## src/rtl/bus_arb_pkg.sv

```systemverilog
// Shared types and default sizing for the HOLD/HLDA bus arbiter.
package bus_arb_pkg;

    typedef enum logic [2:0] {
        IDLE,
        HOLDREQ,
        GRANT,
        RELEASE,
        GAP
    } arb_state_t;

    localparam int unsigned DEF_NREQ       = 4;
    localparam int unsigned DEF_MAX_TENURE = 64;
    localparam int unsigned DEF_CPU_GAP    = 4;

endpackage

```

## src/rtl/rr_picker.sv

```systemverilog
// Combinational round-robin search: first set request at or after the pointer, wrapping.
module rr_picker #(
    parameter int unsigned N = 4,
    parameter int unsigned W = $clog2(N)
) (
    input  logic [N-1:0] req_i,
    input  logic [W-1:0] ptr_i,
    output logic [W-1:0] idx_o,
    output logic         valid_o
);

    logic [W:0] pos;

    always_comb begin
        idx_o   = '0;
        valid_o = 1'b0;
        pos     = '0;
        for (int unsigned i = 0; i < N; i++) begin
            pos = {1'b0, ptr_i} + (W + 1)'(i);
            if (pos >= (W + 1)'(N)) begin
                pos = pos - (W + 1)'(N);
            end
            if (!valid_o && req_i[pos[W-1:0]]) begin
                idx_o   = pos[W-1:0];
                valid_o = 1'b1;
            end
        end
    end

endmodule

```

## src/rtl/dma_bus_arbiter.sv

```systemverilog
// Shares the 8088 local bus between the CPU and NREQ masters via HOLD/HLDA,
// round-robin with bounded tenure and a guaranteed CPU gap after each tenure.
module dma_bus_arbiter
    import bus_arb_pkg::*;
#(
    parameter int unsigned NREQ       = DEF_NREQ,
    parameter int unsigned MAX_TENURE = DEF_MAX_TENURE,
    parameter int unsigned CPU_GAP    = DEF_CPU_GAP
) (
    input  logic                    CLK,
    input  logic                    RESET,
    input  logic [NREQ-1:0]         REQ,
    output logic [NREQ-1:0]         GNT,
    output logic                    HOLD,
    input  logic                    HLDA,
    output logic [$clog2(NREQ)-1:0] OWNER,
    output logic                    BUSY,
    output logic                    PROTO_ERR
);

    localparam int unsigned OW = $clog2(NREQ);
    localparam int unsigned TW = (MAX_TENURE > 1) ? $clog2(MAX_TENURE) : 1;
    localparam int unsigned GW = (CPU_GAP > 0) ? $clog2(CPU_GAP + 1) : 1;
    localparam logic [TW-1:0] TEN_LAST = TW'((MAX_TENURE > 0) ? MAX_TENURE - 1 : 0);
    localparam logic [GW-1:0] GAP_LOAD = GW'(CPU_GAP);

    arb_state_t      state_q, state_d;
    logic [OW-1:0]   ptr_q, ptr_d;
    logic [OW-1:0]   owner_q, owner_d;
    logic [NREQ-1:0] gnt_q, gnt_d;
    logic            hold_q, hold_d;
    logic            busy_q, busy_d;
    logic            perr_q, perr_d;
    logic [TW-1:0]   tenure_q, tenure_d;
    logic [GW-1:0]   gap_q, gap_d;

    logic [OW-1:0]   pick_idx;
    logic            pick_valid;
    logic [OW-1:0]   next_ptr;
    logic            tenure_hit;

    rr_picker #(
        .N(NREQ),
        .W(OW)
    ) u_picker (
        .req_i  (REQ),
        .ptr_i  (ptr_q),
        .idx_o  (pick_idx),
        .valid_o(pick_valid)
    );

    assign next_ptr   = (owner_q == OW'(NREQ - 1)) ? '0 : owner_q + 1'b1;
    assign tenure_hit = (MAX_TENURE != 0) && (tenure_q == TEN_LAST);

    always_comb begin
        state_d  = state_q;
        ptr_d    = ptr_q;
        owner_d  = owner_q;
        gnt_d    = gnt_q;
        hold_d   = hold_q;
        perr_d   = 1'b0;
        tenure_d = tenure_q;
        gap_d    = gap_q;

        unique case (state_q)
            IDLE: begin
                if (HLDA) begin
                    perr_d = 1'b1;
                end else if (pick_valid) begin
                    owner_d = pick_idx;
                    hold_d  = 1'b1;
                    state_d = HOLDREQ;
                end
            end
            HOLDREQ: begin
                if (HLDA) begin
                    if (REQ[owner_q]) begin
                        gnt_d          = '0;
                        gnt_d[owner_q] = 1'b1;
                        tenure_d       = '0;
                        state_d        = GRANT;
                    end else begin
                        // Requester gave up before the bus was ours: hand it straight back.
                        hold_d  = 1'b0;
                        state_d = RELEASE;
                    end
                end
            end
            GRANT: begin
                tenure_d = tenure_q + 1'b1;
                if (!HLDA) begin
                    // CPU took the bus back under us; the gap still protects it.
                    gnt_d   = '0;
                    hold_d  = 1'b0;
                    perr_d  = 1'b1;
                    ptr_d   = next_ptr;
                    gap_d   = GAP_LOAD;
                    state_d = GAP;
                end else if (!REQ[owner_q] || tenure_hit) begin
                    gnt_d   = '0;
                    hold_d  = 1'b0;
                    ptr_d   = next_ptr;
                    state_d = RELEASE;
                end
            end
            RELEASE: begin
                if (!HLDA) begin
                    if (CPU_GAP == 0) begin
                        state_d = IDLE;
                    end else begin
                        gap_d   = GAP_LOAD;
                        state_d = GAP;
                    end
                end
            end
            GAP: begin
                gap_d = (gap_q == '0) ? '0 : gap_q - 1'b1;
                if (gap_q <= GW'(1)) begin
                    state_d = IDLE;
                end
            end
            default: state_d = IDLE;
        endcase

        busy_d = (state_d != IDLE);
    end

    always_ff @(posedge CLK or posedge RESET) begin
        if (RESET) begin
            state_q  <= IDLE;
            ptr_q    <= '0;
            owner_q  <= '0;
            gnt_q    <= '0;
            hold_q   <= 1'b0;
            busy_q   <= 1'b0;
            perr_q   <= 1'b0;
            tenure_q <= '0;
            gap_q    <= '0;
        end else begin
            state_q  <= state_d;
            ptr_q    <= ptr_d;
            owner_q  <= owner_d;
            gnt_q    <= gnt_d;
            hold_q   <= hold_d;
            busy_q   <= busy_d;
            perr_q   <= perr_d;
            tenure_q <= tenure_d;
            gap_q    <= gap_d;
        end
    end

    assign GNT       = gnt_q;
    assign HOLD      = hold_q;
    assign OWNER     = owner_q;
    assign BUSY      = busy_q;
    assign PROTO_ERR = perr_q;

endmodule
```

## config.mk

```make
export PLATFORM = sky130hd
export DESIGN_NAME = dma_bus_arbiter
export DESIGN_NICKNAME = d
export VERILOG_FILES = /design/src/rtl/bus_arb_pkg.sv /design/src/rtl/rr_picker.sv /design/src/rtl/dma_bus_arbiter.sv
export SDC_FILE = /design/constraint.sdc
export NUM_CORES = 1
export LEC_CHECK = 0
export BUFFER_PORTS_ARGS = -buffer_cell sky130_fd_sc_hd__buf_2
export CELL_PAD_IN_SITES_DETAIL_PLACEMENT = 0
export CELL_PAD_IN_SITES_GLOBAL_PLACEMENT = 1
export CORE_AREA = 2 2 75 77
export DETAILED_ROUTE_END_ITERATION = 10
export DIE_AREA = 0 0 77 79
export MAX_ROUTING_LAYER = met4
export PLACE_DENSITY = 0.5
export SLEW_MARGIN = 20
export SYNTH_ARGS = -nofsm -noshare
export SYNTH_HDL_FRONTEND = slang
export SYNTH_SLANG_ARGS = --single-unit
```

## constraint.sdc

```tcl
create_clock -name CLK -period 2.2 [get_ports CLK]
set_input_delay 0.11 -clock CLK [delete_from_list [all_inputs] [get_ports CLK]]
set_output_delay 0.11 -clock CLK [all_outputs]
set_load 0.1 [all_outputs]
```

==> reports/qor.yml <==
yosysUniqueCellTypes: 39
hpwl_um: 2164
cts-root-buf: "clkbuf_8"
hold_violations: 0
synth_seq_cells: 23
grt-ovfl-total: 0
syn_to_final_growth_pct: 17.51
synth-simple-area-share: 0.1800
synth_top_family_by_area: "compound AO/OA/AOI/OAI gates"
critPathRequiredTime_ns: 2.36
drc: 0
yosysTopAreaCell: "dfrtp_1"
ys.flop_type: "dfrtp_1"
critPathMaxFanout: 7
tightest_slew_ns: 0.5990
grtUsageTotal: 0.1079
drt-pass1-iter-count: 4
fill_cells: 608
async_flop_share: 1.000
ys_seq_area_frac: 0.4475
num_rows: 27
io_buffers: 15
cp.arrival_ns: 2.04
slew-limit-headroom: 0.6003
synth-edff-count: 0
synth_top_area_share: 0.4475
layout-drive-gt1-share: 0.2297
finalSetupViolCount: 0
post_cts_resized: 0
grt_setup_unrepaired: "no"
cts_sinks: 23
antenna_cells: 0
muxShareOfSynthArea: 0.05739
instances_no_fill: 220
grt_antenna_before_repair: 0
hold_buffers: 1
synthesis.nets: 144
grt_pass1_wl_um: 5181
io-pin-count: 16
wl_per_cell_um: 12.95
setup.worst_path.end_class: "flop"
fin_skew_ns: 0.004924
ant_nets: 0
fmax_ghz: 0.5324
fin_crit_ns: 1.878
setup_ws_ns: 0.3216
viasPerCell: 4.700
place_inst: 215
numCtsBuffers: 3
crit_type: "flop to flop"
min_from: "REQ[3]"
status: "completed"
detail_route.iter0.violations: 33
initial_core_util: 0.2410
clkTransAtPathRegs_ns: 0.09
synthXorXnorAreaFrac: 0.01362
setup.worst_path.start_class: "flop"
post-synth-top-count-cell: "dfrtp_1"
holdWs_ns: 0.1787
tns_ns: 0
worst_r2r_startpoint: "OWNER[0]"
cts_tree: "built"
grt_pass1_vias: 1068
synth_area_leaders: "dfrtp_1 (45%), ha_1 (6.8%), inv_1 (3.8%)"
h-tree-depth: 1
finalNetCount: 163
netlist_area_um2: 1286
die_x_um: 77
grt_max_degree: 16
post_cts_buffers: 0
pre_cts_slack_ns: 0.3362
place.gp.congestion: 0.8001
hp-class: "input port to flop"
synth.top_cells.by_count: "dfrtp_1 (23), inv_1 (13), nand2_1 (12)"
max-cap-violations: 0
clk_latency_ns: 0.27
crit_start: "OWNER[0]"
vias: 1034
core_area_um2: 5338
synth_cells: 130
clockBufferDepth: 2
routed_wl_um: 2849
fin_crit_sh: 0.8538
synth_adder_area_share: 0.06809
die_area_um2: 6083
syn_avg_cell_area_um2: 9.894
drv_slew: 0
synth_compound_area_frac: 0.1800
die_height_um: 79
yosysWarningCount: 0
-- routing by layer --
layer / part of all wire / global-route usage
met5: 0 / -
met4: 0.0056 / 0.01607
met3: 0.044 / 0.03068
met2: 0.49 / 0.1895
met1: 0.46 / 0.1265
-- worst max-delay path, stage by stage (launching register included) --
cell and delay (ns):
dfrtp_2 0.42, mux4_2 0.60, o21a_4 0.16, a21oi_4 0.25
mux2_4 0.33
-- path summary, 6_finish.rpt --
kind | endpoint | slack (ns) | cells past startpoint
max | ptr_q[0] | 0.32 | 4
min in group asynchronous | GNT[2] | 0.44 | 3
max in group asynchronous | gap_q[1] | 1.19 | 4
max reg2reg | ptr_q[0] | 0.32 | 4
min | OWNER[0] | 0.18 | 3
min reg2reg | tenure_q[0] | 0.51 | 1
-- sequential cells by signal (all words and copies together), names as in the netlist --
register   cells
HOLD           1
state_q        3
PROTO_ERR      1
tenure_q       6
ptr_q          2
OWNER          2
GNT            4
BUSY           1
gap_q          3
-- layout by cell type, fill, tap and decap left out, types with 2 or more instances in the layout --
cell type | netlist | final
o22ai_1 | 4 | 4
buf_4 | 0 | 3
clkbuf_8 | 0 | 3
o221ai_1 | 2 | 2
nand2b_1 | 2 | 2
or3_1 | 2 | 2
or2_2 | 2 | 2
buf_2 | 1 | 15
a21o_1 | 3 | 3
nor3b_1 | 2 | 2
inv_1 | 13 | 13
a221oi_1 | 2 | 2
a21oi_1 | 4 | 4
nor3_1 | 4 | 4
nand3_1 | 4 | 4
mux2_4 | 2 | 2
dfrtp_2 | 0 | 2
dfrtp_1 | 23 | 21
nand3b_1 | 2 | 2
nor2_1 | 7 | 7
ha_1 | 7 | 7
xnor2_1 | 2 | 2
o21ai_0 | 8 | 8
nand2_1 | 12 | 12
nor4_1 | 2 | 2
-- cells by family after synthesis --
family,count (synthesis)
compound gates,32
xor+xnor,2
fa+ha+maj,7
buf+inv,18
flops,23
mux,5
simple gates,43
-- stage by stage --
| step | utilization | area [um^2] |
|---|---|---|
| 3_3_place_gp | 0.2729 | 1456 |
| 5_1_grt | 0.2832 | 1511 |
| 2_1_floorplan | - | 1289 |
| 4_1_cts | 0.2832 | 1511 |
| 6_report | 0.2832 | 1511 |
| 3_5_place_dp | 0.2729 | 1456 |
-- final cells by class --
cell class	count	area [um^2]	share of cell area
multi-input cells	89	641.9	0.4247
flip-flops and latches	23	578.1	0.3824
repair buffers	19	107.6	0.07119
well taps	72	90.09	0.05960
inverters	13	48.80	0.03228
clock buffers	4	45.04	0.02980
Power is left out: the tool's default activity adds up to more than one toggle a clock period on the data nets, which glitch-free logic cannot reach.
